### config.mk
export PLATFORM = sky130hd
export DESIGN_NAME = led_pattern_sequencer
export DESIGN_NICKNAME = d
export VERILOG_FILES = /design/src/rtl/led_pattern_sequencer.sv
export SDC_FILE = /design/constraint.sdc
export NUM_CORES = 1
export LEC_CHECK = 0
export CORE_AREA = 5 5 42 44
export DETAILED_ROUTE_END_ITERATION = 8
export DIE_AREA = 0 0 47 49
export GPL_TIMING_DRIVEN = 0
export SYNTH_ARGS = -nofsm -noshare
export SYNTH_HDL_FRONTEND = slang
export SYNTH_SLANG_ARGS = --single-unit
### constraint.sdc
create_clock -name i_clk -period 1.73 [get_ports i_clk]
set_input_delay 0.346 -clock i_clk [delete_from_list [all_inputs] [get_ports i_clk]]
set_output_delay 0.346 -clock i_clk [all_outputs]
set_load 0.01 [all_outputs]
### src/rtl/led_pattern_sequencer.sv
// led_pattern_sequencer: drives N LEDs through one of four step patterns
// (blink, walk, ping-pong, count), advancing one step every DIV enabled clocks.
// Optional feature macro: LED_SEQ_PINGPONG_EN
//   defined   -> mode 2 is a bouncing ping-pong pattern
//   undefined -> mode 2 behaves as walk and the direction register is omitted
module led_pattern_sequencer #(
    parameter int N   = 4,
    parameter int DIV = 4
) (
    input  logic         i_clk,
    input  logic         i_rst,
    input  logic         i_en,
    input  logic [1:0]   i_mode,
    output logic [N-1:0] o_y,
    output logic         o_tick
);

    localparam int CW = (DIV > 1) ? $clog2(DIV) : 1;
    localparam logic [CW-1:0] DIV_LAST = CW'(DIV - 1);

    typedef enum logic [1:0] {
        MODE_BLINK    = 2'd0,
        MODE_WALK     = 2'd1,
        MODE_PINGPONG = 2'd2,
        MODE_COUNT    = 2'd3
    } mode_t;

    mode_t         mode_q;
    mode_t         mode_d;
    mode_t         mode_in;
    logic [CW-1:0] div_cnt;
    logic [CW-1:0] div_d;
    logic [N-1:0]  y_d;
    logic          tick_d;

`ifdef LED_SEQ_PINGPONG_EN
    typedef enum logic {
        DIR_UP   = 1'b0,
        DIR_DOWN = 1'b1
    } dir_t;

    dir_t dir_q;
    dir_t dir_d;
`endif

    assign mode_in = mode_t'(i_mode);

    // Starting pattern loaded whenever a mode is entered.
    function automatic logic [N-1:0] seed_of(input mode_t m);
        logic [N-1:0] s;
        s = '0;
        if (m == MODE_WALK || m == MODE_PINGPONG) begin
            s = N'(1);
        end
        return s;
    endfunction

    // Rotate left by one; the top LED wraps around to LED 0.
    function automatic logic [N-1:0] rotate_left(input logic [N-1:0] v);
        logic [N-1:0] r;
        r = '0;
        for (int i = 0; i < N; i++) begin
            r[i] = v[(i + N - 1) % N];
        end
        return r;
    endfunction

    // Registered state: mode, prescaler, LED pattern, tick and bounce direction.
    always_ff @(posedge i_clk) begin
        if (i_rst) begin
            mode_q  <= MODE_BLINK;
            div_cnt <= '0;
            o_y     <= '0;
            o_tick  <= 1'b0;
`ifdef LED_SEQ_PINGPONG_EN
            dir_q   <= DIR_UP;
`endif
        end else begin
            mode_q  <= mode_d;
            div_cnt <= div_d;
            o_y     <= y_d;
            o_tick  <= tick_d;
`ifdef LED_SEQ_PINGPONG_EN
            dir_q   <= dir_d;
`endif
        end
    end

    // Next-state: a mode change reloads the seed and beats any pending step;
    // otherwise the prescaler runs while enabled and its last count fires a step.
    always_comb begin
        mode_d = mode_q;
        div_d  = div_cnt;
        y_d    = o_y;
        tick_d = 1'b0;
`ifdef LED_SEQ_PINGPONG_EN
        dir_d  = dir_q;
`endif
        if (mode_in != mode_q) begin
            mode_d = mode_in;
            div_d  = '0;
            y_d    = seed_of(mode_in);
`ifdef LED_SEQ_PINGPONG_EN
            dir_d  = DIR_UP;
`endif
        end else if (i_en) begin
            if (div_cnt == DIV_LAST) begin
                div_d  = '0;
                tick_d = 1'b1;
                case (mode_q)
                    MODE_BLINK: y_d = ~o_y;
                    MODE_WALK:  y_d = rotate_left(o_y);
                    MODE_PINGPONG: begin
`ifdef LED_SEQ_PINGPONG_EN
                        if (N == 1) begin
                            y_d = o_y;
                        end else begin
                            if (dir_q == DIR_UP) begin
                                y_d = o_y << 1;
                            end else begin
                                y_d = o_y >> 1;
                            end
                            if (y_d[N-1]) begin
                                dir_d = DIR_DOWN;
                            end else if (y_d[0]) begin
                                dir_d = DIR_UP;
                            end
                        end
`else
                        y_d = rotate_left(o_y);
`endif
                    end
                    MODE_COUNT: y_d = o_y + N'(1);
                    default:    y_d = o_y;
                endcase
            end else begin
                div_d = div_cnt + CW'(1);
            end
        end
    end

endmodule

==> results of run 1 <==
==> layout make-up <==
type,count,share of cell area
buffer,1,0.0115
clock buffer,4,0.0402
sequential,9,0.276
tap,16,0.0307
timing repair buffer,8,0.123
inverter,3,0.0172
multi-input combinational,45,0.502
==> state kept, by name, indices dropped and copies added (netlist names) <==
signal,cells
div_cnt,2
mode_q,2
o_tick,1
o_y,4
==> kinds of logic (layout without fill, tap and decap cells) <==
logic type | after synthesis | in the layout
and+or+nand+nor | 22 | 22
AOI/OAI and AO/OA | 15 | 15
DFF | 9 | 9
adders and majority gates | 4 | 4
buffers and inverters | 4 | 16
xor gates and xnor gates | 2 | 2
muxes | 2 | 2
==> routing by layer <==
layer  up-vias  track usage  wire length [microns]  part of all wire
li1        236            -                      -                 -
met1       212        0.123                    487              0.48
met2        13        0.143                    459              0.45
met3         2       0.0221                     60             0.059
met4         0       0.0691                     14             0.014
met5         -            0                      0                 0
==> worst paths after layout <==
path                                  from          to  cells after the start
worst max-delay path                o_y[1]      o_y[1]                      1
worst min-delay path                  i_en  div_cnt[0]                      3
worst max register to register   mode_q[0]      o_y[0]                      5
worst min register to register  div_cnt[1]  div_cnt[1]                      2
==> power by group <==
part           total [mW]  internal (mW)  switching (mW)
logic              0.0630         0.0334          0.0296
clock network       0.160         0.0888          0.0714
registers           0.221          0.213         0.00804
==> tightest hold or removal path, delay by kind of cell <==
family,cells,cell delay [ps]
multiplexers,1,70
AND/OR/NAND/NOR,1,70
buffers and inverters,1,120
==> cell usage in the layout (no fill, tap or decap), types with 2 or more instances in the layout <==
master,instances
inv_1,3
nor2_1,5
a21oi_1,4
ha_1,4
mux2i_1,2
nand2_1,4
clkdlybuf4s50_1,8
clkbuf_4,3
dfxtp_1,9
nor2b_1,2
nand3b_1,4
xnor2_1,2
==> stage by stage <==
step | hold WS [ps] | setup slack, ps | power (mW)
2_1_floorplan | 414 | 355 | 0.267
3_3_place_gp | 483 | 132 | 0.288
3_5_place_dp | 498 | 151 | 0.289
4_1_cts | 387 | 116 | 0.457
5_1_grt | 402 | 58.2 | 0.472
6_report | 393 | 128 | 0.444
==> results.py, run 1 <==
metrics = {
    "timing": {
        "setup-tns-final_ps": 0,
        "unrepaired_setup_endpoints_after_global_routing": "no",
        "achievable-frequency_ghz": 0.624,
        "report.final.setup_viol": 0,
        "max-slew-margin-rel": 0.816,
        "tightest_slew_ps": 275,
        "finClkSkew_ps": 1.97,
        "timing.final.crit_period_ps": 1600,
        "drv_slew": 0,
        "min_period_over_period": 0.926,
        "finalHoldViolCount": 0,
    },
    "run_status": {
        "status": "finished, final reports clean",
    },
    "final_layout": {
        "final-instance-count-excl-fill": 86,
        "final-seq-area_sq_um": 180,
        "footprint_of_the_multi_input_gates_sq_um": 328,
        "num_antenna_cells": 0,
        "fillers": 151,
        "nNetsFinal": 80,
        "drive_gt1_frac": 0.0857,
        "post-route-cell-area_sq_um": 653,
        "fin_util": 0.466,
        "layout-area-overhead-vs-synth_pct": 24.0,
    },
    "yosys": {
        "ys_types": 29,
        "seq_area_frac_synth": 0.342,
        "ys_top_cells_by_count": "9 x dfxtp_1, 5 x nor2_1",
        "synth_simple_gate_area_frac": 0.233,
        "flip_flop_cell_with_the_highest_count_after_synthesis": "dfxtp_1",
        "library_cell_with_the_largest_summed_area_after_synthesis": "dfxtp_1",
        "synth_compound_area_frac": 0.223,
        "synth_async_sr_flop_share": 0,
        "mappedNetlistNets": 67,
        "post_synth_fa_ha_maj_area_fraction": 0.0950,
        "synth_cells": 58,
        "postSynthAreaPerCell_sq_um": 9.08,
        "synth.cell_area_sq_um": 527,
        "ys_seq_elements": 9,
        "yosys-mux-area-fraction": 0.0380,
        "synth.top_cell.area_share": 0.342,
        "synth_top_family_by_area": "simple AND/OR/NAND/NOR gates",
        "number_of_enable_type_register_cells_in_the_synthesized_netlist": 0,
        "synth_xor_xnor_area_share": 0.0333,
        "synth-warning-count": 0,
        "largest_cells_by_area_after_synthesis": "dfxtp_1 34%, ha_1 9.5%, nand3b_1 5.7%",
        "yosys.cell_count.top_type": "dfxtp_1",
    },
    "floorplanning": {
        "boundaryPins": 10,
        "starting_density_of_the_core": 0.376,
        "rows": 14,
        "die_width_microns": 47,
        "die-area_sq_mm": 0.00230,
        "die-height_microns": 49,
        "placeableCoreArea_sq_mm": 0.00140,
    },
    "route": {
        "post_detailed_routing_wire_length_mm": 1.02,
        "via_count": 463,
        "drtPass1Iterations": 3,
        "detail-route-antenna-nets": 0,
        "detail_route.drc_violations": 0,
        "wire_per_inst_microns": 11.9,
        "detail_route.vias_per_cell": 5.38,
        "dr.first_iter.drc_count": 7,
    },
    "critical_path": {
        "crit_path_top_delay_cell": "clkdlybuf4s50_1",
        "critPathRequiredTime_ps": 1380,
        "critical-path-max-stage-delay_ps": 570,
        "cp-start-kind": "flop",
        "critical_path.endpoint_type": "output pin",
        "crit_path_cell_trace": "clkdlybuf4s50_1",
        "worst-r2r-setup-slack_ps": 210,
        "crit_buf_inv": 1,
        "arrival_time_at_the_worst_endpoint_ps": 1260,
        "cp_top_family": "buffers and inverters",
        "critPathKind": "flop to output pin",
        "largest_fanout_on_the_critical_path": 6,
    },
    "place": {
        "port-buffer-count": 8,
        "gpl.final_weighted_congestion": 0.675,
        "dp_hpwl_microns": 760,
        "placedCellCount": 82,
        "post_dp_cell_area_sq_um": 627,
    },
    "clocking": {
        "total_clock_sinks": 9,
        "clk-insertion-delay-late_ps": 260,
        "clk_transition_reported_paths_ps": 60,
        "cts_post_setup_buffers_inserted": 0,
        "numCtsBuffers": 3,
        "tritoncts": "yes",
        "maximum_clock_path_buffer_count": 2,
        "cts_htree_levels": 1,
        "cts.hold.buffers_added": 0,
        "cts_resized": 0,
        "cts_root_buffer": "clkbuf_4",
    },
    "power_and_ir_drop": {
        "power.density_mw_per_mm2": 680,
        "total_leakage_power_nw": 0.251,
        "worst_ir_drop_vdd_mv": 0.424,
    },
    "global_route": {
        "grt_overflow": 0,
        "antenna_found_initial": 0,
        "via_count_of_the_first_global_routing_pass": 406,
        "groute.usage.overall": 0.0985,
        "grt_max_degree": 10,
        "first_pass_grt_wire_length_mm": 1.66,
    },
    "min_path": {
        "worstHoldPathType": "primary input to flop",
    },
    "job": {
        "max_cap_violations": 0,
    },
}
Power figures use the tool's default switching activity.
==> run 2, diff against run 1 <==
Settings changed: PLACE_DENSITY_LB_ADDON from default to 0.25.
==> results.py, run 2 (synthesis gave the netlist of run 1 again) <==
metrics = {
    "final_layout": {
        "flip_flop_count_of_the_largest_register_all_copies_and_words_added": 4,
        "layout_commonest_cell": "dfxtp_1",
        "num_antenna_cells": 0,
        "nNetsFinal": 80,
        "most_flops_register": "o_y",
        "drive_gt1_frac": 0.0857,
        "layout.cells.most_common_list": "9 x dfxtp_1, 8 x clkdlybuf4s50_1, 5 x nor2_1",
        "reg_top3": "o_y: 4 flops, div_cnt: 2 flops, mode_q: 2 flops",
        "layout-area-overhead-vs-synth_pct": 24.0,
    },
    "critical_path": {
        "arrival_time_at_the_worst_endpoint_ps": 1260,
        "cp_top_family": "buffers and inverters",
        "worst-r2r-setup-slack_ps": 190,
        "crit_path_top_delay_cell": "clkdlybuf4s50_1",
        "worst_setup_path_startpoint": "o_y[0]",
        "r2r-start": "mode_q[0]",
        "critPathKind": "flop to output pin",
        "crit_path_cell_trace": "clkdlybuf4s50_1",
        "critical-path-max-stage-delay_ps": 580,
        "crit_buf_inv": 1,
        "largest_fanout_on_the_critical_path": 6,
        "critPathRequiredTime_ps": 1380,
        "cp-start-kind": "flop",
        "critical_path.endpoint_type": "output pin",
    },
    "clocking": {
        "cts_root_buffer": "clkbuf_4",
        "numCtsBuffers": 3,
        "cts.hold.buffers_added": 0,
        "total_clock_sinks": 9,
        "cts_htree_levels": 1,
        "tritoncts": "yes",
        "clk-insertion-delay-late_ps": 260,
        "cts_resized": 0,
        "clk_transition_reported_paths_ps": 70,
        "cts_post_setup_buffers_inserted": 0,
        "maximum_clock_path_buffer_count": 2,
    },
    "route": {
        "wire_per_inst_microns": 12.3,
        "detail_route.drc_violations": 0,
        "via_count": 447,
        "drtPass1Iterations": 2,
        "dr.first_iter.drc_count": 5,
        "detail-route-antenna-nets": 0,
        "detail_route.vias_per_cell": 5.20,
        "post_detailed_routing_wire_length_mm": 1.06,
    },
    "timing": {
        "unrepaired_setup_endpoints_after_global_routing": "no",
        "setup-tns-final_ps": 0,
        "tightest_slew_ps": 286,
        "timing.final.crit_period_ps": 1610,
        "achievable-frequency_ghz": 0.622,
        "finalHoldViolCount": 0,
        "min_period_over_period": 0.929,
        "report.final.setup_viol": 0,
        "finClkSkew_ps": 5.24,
        "max-slew-margin-rel": 0.809,
        "drv_slew": 0,
    },
    "global_route": {
        "grt_max_degree": 10,
        "via_count_of_the_first_global_routing_pass": 408,
        "first_pass_grt_wire_length_mm": 1.82,
        "groute.usage.overall": 0.109,
        "grt_overflow": 0,
        "antenna_found_initial": 0,
    },
    "power_and_ir_drop": {
        "totalPowerFinal_mw": 0.451,
        "worst_ir_drop_vdd_mv": 0.422,
        "power.density_mw_per_mm2": 690,
        "total_leakage_power_nw": 0.251,
    },
    "min_path": {
        "worstHoldPathType": "primary input to flop",
        "hold_start": "i_en",
    },
    "floorplanning": {
        "die-height_microns": 49,
        "die-area_sq_mm": 0.00230,
        "placeableCoreArea_sq_mm": 0.00140,
        "boundaryPins": 10,
        "starting_density_of_the_core": 0.376,
        "die_width_microns": 47,
        "rows": 14,
    },
    "run_status": {
        "status": "finished, final reports clean",
    },
    "place": {
        "gpl.final_weighted_congestion": 0.671,
        "dp_hpwl_microns": 777,
        "port-buffer-count": 8,
    },
    "job": {
        "max_cap_violations": 0,
    },
}
## run 2: cell counts in the layout (fill, tap and decap cells not counted)
Identical to the previous run, type by type.
## run 2: final timing paths
check,endpoint,depth (start not counted)
hold reg to reg,div_cnt[1],2
hold / removal,div_cnt[0],3
setup reg to reg,o_y[0],5
setup / recovery,o_y[0],1
## run 2: power by group
| group | internal [mW] | switching, mW |
|---|---|---|
| Sequential | 0.213 | 0.00816 |
| Clock | 0.0890 | 0.0765 |
| Combinational | 0.0336 | 0.0304 |
| Total | 0.336 | 0.115 |
## run 2: final cells by class
| cell class | instances | area, sq um |
|---|---|---|
| Timing Repair Buffer | 8 | 80.1 |
| Inverter | 3 | 11.3 |
| Multi-Input combinational cell | 45 | 328 |
| Fill cell | 149 | 748 |
| Clock buffer | 4 | 26.3 |
| Buffer | 1 | 7.51 |
| Sequential cell | 9 | 180 |
| Tap cell | 16 | 20.0 |
## run 2: per-stage QoR
| stage | utilization | instance area (sq um) | setup WS, ps | hold slack [ps] | std cells |
|---|---|---|---|---|---|
| after global placement | 0.447 | 627 | 141 | 481 | 82 |
| after global routing | 0.466 | 653 | 57.7 | 392 | 86 |
| after CTS | 0.466 | 653 | 109 | 389 | 86 |
| after floorplan | - | 527 | 355 | 414 | 58 |
| final | 0.466 | 653 | 122 | 392 | 86 |
| after detailed placement | 0.447 | 627 | 112 | 500 | 82 |
## run 2: tightest hold or removal path, stage by stage
cell	delay, ps
buf_4	120
mux2i_1	70
nor2_1	70
## run 2: layer usage
layer  track usage  vias up  routed length (microns)
li1              -      235                        -
met1         0.143      202                      505
met2         0.152        8                      474
met3        0.0258        2                       69
met4        0.0691        0                        9
met5             0        -                        0
==> run 3, diff against run 2 <==
Settings changed: RECOVER_POWER from default to 25.
==> results.py, run 3 (synthesis gave the netlist of run 1 again) <==
metrics = {
    "route": {
        "dr.first_iter.drc_count": 5,
        "drtPass1Iterations": 2,
        "detail-route-antenna-nets": 0,
        "detail_route.vias_per_cell": 5.20,
        "detail_route.drc_violations": 0,
        "via_count": 447,
        "post_detailed_routing_wire_length_mm": 1.06,
        "wire_per_inst_microns": 12.3,
    },
    "final_layout": {
        "num_antenna_cells": 0,
        "drive_gt1_frac": 0.0857,
        "footprint_of_the_multi_input_gates_sq_um": 328,
        "layout-area-overhead-vs-synth_pct": 24.0,
        "most_flops_register": "o_y",
        "flip_flop_count_of_the_largest_register_all_copies_and_words_added": 4,
        "reg_top3": "o_y: 4 flops, div_cnt: 2 flops, mode_q: 2 flops",
        "final-seq-area_sq_um": 180,
        "nNetsFinal": 80,
        "fillers": 149,
        "layout.cells.most_common_list": "9 x dfxtp_1, 6 x clkdlybuf4s50_1, 5 x nor2_1",
        "layout_commonest_cell": "dfxtp_1",
    },
    "critical_path": {
        "critPathRequiredTime_ps": 1380,
        "arrival_time_at_the_worst_endpoint_ps": 1260,
        "critical-path-max-stage-delay_ps": 580,
        "crit_path_cell_trace": "clkdlybuf4s50_1",
        "cp-start-kind": "flop",
        "largest_fanout_on_the_critical_path": 6,
        "critical_path.endpoint_type": "output pin",
        "crit_buf_inv": 1,
        "critPathKind": "flop to output pin",
        "cp_top_family": "buffers and inverters",
        "crit_path_top_delay_cell": "clkdlybuf4s50_1",
    },
    "timing": {
        "fin_worst_hold_slack_ps": 392,
        "timing.final.crit_period_ps": 1610,
        "finalHoldViolCount": 0,
        "setup-tns-final_ps": 0,
        "achievable-frequency_ghz": 0.622,
        "unrepaired_setup_endpoints_after_global_routing": "no",
        "finClkSkew_ps": 5.24,
        "report.final.setup_viol": 0,
        "tightest_slew_ps": 286,
        "drv_slew": 0,
        "max-slew-margin-rel": 0.809,
        "min_period_over_period": 0.929,
    },
    "clocking": {
        "cts_root_buffer": "clkbuf_4",
        "maximum_clock_path_buffer_count": 2,
        "tritoncts": "yes",
        "cts.hold.buffers_added": 0,
        "total_clock_sinks": 9,
        "numCtsBuffers": 3,
        "clk_transition_reported_paths_ps": 70,
        "cts_post_setup_buffers_inserted": 0,
        "cts_htree_levels": 1,
        "cts_resized": 0,
        "clk-insertion-delay-late_ps": 260,
    },
    "place": {
        "dp_hpwl_microns": 777,
        "port-buffer-count": 8,
        "gpl.final_weighted_congestion": 0.671,
    },
    "global_route": {
        "first_pass_grt_wire_length_mm": 1.82,
        "grt_max_degree": 10,
        "groute.usage.overall": 0.109,
        "via_count_of_the_first_global_routing_pass": 408,
        "antenna_found_initial": 0,
        "grt_overflow": 0,
    },
    "floorplanning": {
        "rows": 14,
        "die-area_sq_mm": 0.00230,
        "boundaryPins": 10,
        "die_width_microns": 47,
        "starting_density_of_the_core": 0.376,
        "placeableCoreArea_sq_mm": 0.00140,
        "die-height_microns": 49,
    },
    "power_and_ir_drop": {
        "worst_ir_drop_vdd_mv": 0.422,
        "power.density_mw_per_mm2": 689,
        "total_leakage_power_nw": 0.251,
    },
    "job": {
        "max_cap_violations": 0,
    },
    "run_status": {
        "status": "finished, final reports clean",
    },
    "min_path": {
        "worstHoldPathType": "primary input to flop",
    },
}
run 3: cell types whose count changed in the layout (fill, tap and decap cells not counted):
cell             before  now
clkdlybuf4s50_1       8    6
dlygate4sd3_1         0    2
run 3: report_power, final:
part / internal (mW) / leakage, nW / switching [mW]
Combinational: 0.0327 / 0.163 / 0.0304
Sequential: 0.213 / 0.0734 / 0.00816
Clock: 0.0890 / 0.0150 / 0.0765
run 3: path summary, 6_finish.rpt:
path,to,start,cells after the start,slack [ps]
min,div_cnt[0],i_en,3,390
min reg2reg,div_cnt[1],div_cnt[1],2,500
max,o_y[0],o_y[0],1,120
max reg2reg,o_y[0],mode_q[0],5,190
run 3: cell type report:
cell class / instances / share of cell area
Clock buffer: 4 / 0.0402
Sequential cell: 9 / 0.276
Inverter: 3 / 0.0172
Buffer: 1 / 0.0115
Tap cell: 16 / 0.0307
Multi-Input combinational cell: 45 / 0.502
Timing Repair Buffer: 8 / 0.123
run 3: per-layer routing:
layer,GRT usage,part of all wire,up-vias,wire [microns]
li1,-,-,235,-
met1,0.143,0.48,202,505
met2,0.152,0.45,8,474
met3,0.0258,0.065,2,69
met4,0.0691,0.0085,0,9
met5,0,0,-,0
run 3: tightest hold or removal path, delay by kind of cell:
| kind | cells | cell delay [ps] |
|---|---|---|
| and+or+nand+nor | 1 | 70 |
| muxes | 1 | 70 |
| buffers and inverters | 1 | 120 |
run 3: stage by stage:
step / utilization / std cells / power [mW] / instance area (sq um) / setup WS, ps
2_1_floorplan: - / 58 / 0.267 / 527 / 355
3_3_place_gp: 0.447 / 82 / 0.289 / 627 / 141
3_5_place_dp: 0.447 / 82 / 0.290 / 627 / 112
4_1_cts: 0.466 / 86 / 0.458 / 653 / 109
5_1_grt: 0.466 / 86 / 0.483 / 653 / 57.7
6_report: 0.466 / 86 / 0.450 / 653 / 122
==> edit 1, RTL diff (config.mk and constraints of run 2) <==
Add a define of `LED_SEQ_PINGPONG_EN`.
--- a/src/rtl/led_pattern_sequencer.sv
+++ b/src/rtl/led_pattern_sequencer.sv
@@ -3,6 +3,8 @@
 // Optional feature macro: LED_SEQ_PINGPONG_EN
 //   defined   -> mode 2 is a bouncing ping-pong pattern
 //   undefined -> mode 2 behaves as walk and the direction register is omitted
+`define LED_SEQ_PINGPONG_EN
+
 module led_pattern_sequencer #(
     parameter int N   = 4,
     parameter int DIV = 4
Formal check against the unedited RTL: same outputs for any inputs over 10 cycles, from zero or initial values and one cycle with i_rst high; that may be too few to reach the edited logic, so the function may still have changed.
==> edit 1 against run 2 <==
Final area increased by 14%. Area after synthesis increased by 13%. Sequential cell count increased by 1. Register-to-register slack improved by 0.03 ns. Largest cell class unchanged. Total power increased by 16%. Routed wire length increased by 15%. Critical path type unchanged. Largest power group unchanged. Combinational power increased by 8.9%. Worst setup slack got worse by 0.059 ns.
==> edit 1: results (changes against run 2) <==
[synthesis]
synthesis.nets = 75  ; +12%
ys_seq_area_frac = 0.338  ; -0.00449
yosys-top-cells-area = dfxtp_1 (34%), a311oi_1 (5.9%), a21oi_1 (5.1%)
synthArstFlopShare = 0  ; unchanged
ys_top_cells_by_count = dfxtp_1 (10), nor2_1 (8), a21oi_1 (6), nand2_1 (6), a311oi_1 (4)
yosysUniqueCellTypes = 30  ; +3.4%

[status]
status = finished, final reports clean

[final_layout]
nFillCells = 148  ; -0.67%
drive_gt1_frac = 0.160  ; +0.0748
fin_nets = 89  ; +11%

[power_and_ir_drop]
p_leak_uw = 0.000257  ; +2.3%
power.switching_uw = 123  ; +7.2%
vdd_drop_max_v = 0.000345  ; -18%

[placed_design]
hpwl_um = 882  ; +13%
pre_cts_ws_ns = -0.0602  ; -0.172 ns
gp_congestion = 0.745  ; +11%
portBuffers = 9  ; +1

[route]
wl_met3_um = 80  ; +16%
wl_met1_um = 561  ; +11%
wl_met2_um = 559  ; +18%
vias = 540  ; +21%
drt_iter0_markers = 6  ; +1
drtPass1Iterations = 4  ; +2

[grt]
grt_usage = 0.114  ; +0.00502
first_global_vias = 474  ; +16%
grt_max_degree = 11  ; +1
grt_first_pass_wirelength_um = 1920  ; +5.3%

[timing]
skew_ns = 0.00403  ; -0.00121 ns
tightest_slew_ns = 0.334  ; +0.0482 ns

[worst_hold_path]
hold_path_class = reg2reg

[worst_setup_path]
crit_fanout = 8  ; +2

## edit 1: final timing paths
path	slack, ns	to	startpoint	cells past startpoint
max	0.06	o_y[0]	o_y[0]	1
min	0.52	div_cnt[1]	div_cnt[1]	2
max reg2reg	0.22	o_y[1]	dir_q	4
min reg2reg	0.52	div_cnt[1]	div_cnt[1]	2
## edit 1: cells by family (layout without fill, tap and decap cells)
kind of cell             count (synthesis)  after routing  share of synthesized area
AO/OA/AOI/OAI                           18             18                      0.213
XOR/XNOR                                 3              3                     0.0443
adder cells (fa/ha/maj)                  2              2                     0.0422
buffers and inverters                    5             18                     0.0422
flip-flops                              10             10                      0.338
multiplexers                             4              4                     0.0907
AND/OR/NAND/NOR                         26             26                      0.230
## edit 1: metrics by stage
step           power (uW)  instances  cell area (um2)
2_1_floorplan         293         68              593
5_1_grt               552         97              742
3_5_place_dp          320         93              703
6_report              525         97              742
3_3_place_gp          320         93              703
4_1_cts               538         97              739
## edit 1: metal layers
layer / up-vias / global-route usage
met2: 11 / 0.172
met5: - / 0
li1: 276 / -
met3: 2 / 0.0664
met1: 251 / 0.128
met4: 0 / 0.0415
## edit 1: power groups by stage
stage	clock network, uW	registers (uW)	logic [uW]
floorplan	0	249	43.8
global placement	0	250	69.3
global route	231	246	75.5
finish	210	245	69.7
CTS	222	245	70.3
detailed placement	0	251	69.9
## edit 1: tightest hold or removal path: cells and delay by family, from the launching register on
kind,cells,cell delay (ns)
simple gates,1,0.07
mux,1,0.07
flops,1,0.34
## edit 1: area by class of cell
cell class                      count  area share
Buffer                              3      0.0236
Inverter                            2      0.0101
Multi-Input combinational cell     53       0.496
Timing Repair Buffer                9       0.121
Clock buffer                        4      0.0489
Sequential cell                    10       0.273
Tap cell                           16      0.0270
==> edit 2, RTL diff (flow settings as in run 2) <==
Without the edit above. Register the inputs `i_en` and `i_mode` before use, without a reset. The logic sees them one clock later.
--- a/src/rtl/led_pattern_sequencer.sv
+++ b/src/rtl/led_pattern_sequencer.sv
@@ -25,6 +25,14 @@
         MODE_COUNT    = 2'd3
     } mode_t;
 
+    logic i_en_q;
+    logic [1:0] i_mode_q;
+
+    always_ff @(posedge i_clk) begin
+        i_en_q   <= i_en;
+        i_mode_q <= i_mode;
+    end
+
     mode_t         mode_q;
     mode_t         mode_d;
     mode_t         mode_in;
@@ -43,7 +51,7 @@
     dir_t dir_d;
 `endif
 
-    assign mode_in = mode_t'(i_mode);
+    assign mode_in = mode_t'(i_mode_q);
 
     // Starting pattern loaded whenever a mode is entered.
     function automatic logic [N-1:0] seed_of(input mode_t m);
@@ -103,7 +111,7 @@
 `ifdef LED_SEQ_PINGPONG_EN
             dir_d  = DIR_UP;
 `endif
-        end else if (i_en) begin
+        end else if (i_en_q) begin
             if (div_cnt == DIV_LAST) begin
                 div_d  = '0;
                 tick_d = 1'b1;
Behaviour: not the same (Yosys sat finds a counterexample within 4 cycles, from zero or initial values and one cycle with i_rst high).
==> edit 2 against run 2 <==
Routed wire length grew 4.5%. Area after synthesis increased by 13%. Register-to-register slack gained 0.03 ns. Final area rose by 13%. Sequential cell count increased by 3. Critical path depth unchanged. Total power increased by 29%. Worst setup slack got worse by 0.023 ns. Combinational power down 14%. Critical endpoint unchanged. Largest cell class unchanged.
==> edit 2: results (changes against run 2) <==
[grt]
grt_usage = 0.112  ; +0.00376
grt_first_pass_wirelength_um = 1890  ; +3.8%

[synthesis]
synth_compound_area_frac = 0.158  ; -0.0651
synthesis.nets = 70  ; +4.5%
syn_avg_cell_area_um2 = 9.72  ; +7.1%
synth_xor_area_frac = 0.0295  ; -0.00372
synthMuxAreaShare = 0.0359  ; -0.00214
yosysUniqueCellTypes = 28  ; -3.4%
ys_top_cells_by_count = dfxtp_1 (12), a21oi_1 (5), nor2_1 (5)
yosys-top-cells-area = dfxtp_1 (41%), ha_1 (8.4%), nand4b_1 (4.4%)
synth_adder_area_share = 0.0844  ; -0.0106

[worst_setup_path]
rr_endpoint = o_y[1]
rr_startpoint = mode_q[1]
rrSetupSlack_ns = 0.22  ; +0.03 ns

[power_and_ir_drop]
p_leak_uw = 0.000281  ; +12%
vdd_drop_max_v = 0.000482  ; +14%

[worst_hold_path]
hold-path-endpoint = div_cnt[1]
min_path_cells = 2  ; -1
hold_start = div_cnt[1]
hold_path_class = reg2reg

[placed_design]
portBuffers = 9  ; +1
gp_congestion = 0.747  ; +11%
placedCellCount = 86  ; +4.9%

[route]
vias = 479  ; +7.2%
avgViaCountPerCell = 5.32  ; +2.4%

[timing]
skew_ns = 0.00489  ; -0.000351 ns
period_share = 0.943  ; +0.0134
fin_hold_ws_ns = 0.505  ; +0.113 ns
tightest_slew_ns = 0.305  ; +0.0183 ns

[final_layout]
drive_gt1_frac = 0.135  ; +0.0494
nFillCells = 139  ; -6.7%

[status]
status = finished, final reports clean

## edit 2: layer usage
layer,track usage,vias up,wire [um]
met5,0,-,0
met2,0.161,11,532
met4,0.0553,0,14
met3,0.0443,2,47
li1,-,250,-
met1,0.142,216,512
## edit 2: cell families (layout without fill, tap and decap cells)
logic type / Yosys count / after routing
fa+ha+maj: 4 / 4
xor+xnor: 2 / 2
mux: 2 / 2
compound gates: 14 / 14
simple gates: 24 / 24
flops: 12 / 12
buf+inv: 3 / 16
## edit 2: cell type report
type,count,area [um2],share of cell area
multi-input cells,46,342,0.462
well taps,16,20.0,0.0271
inverters,3,11.3,0.0152
clock buffers,4,36.3,0.0491
repair buffers,9,90.1,0.122
flip-flops and latches,12,240,0.325
## edit 2: report_power, final
group	switching (uW)	internal (uW)
sequential	13.8	286
clock	99.1	128
combinational	23.4	31.9
## edit 2: tightest hold or removal path: cells and delay by family (launching register included)
kind	cells	cell delay, ns
mux	1	0.07
simple gates	1	0.07
flops	1	0.34
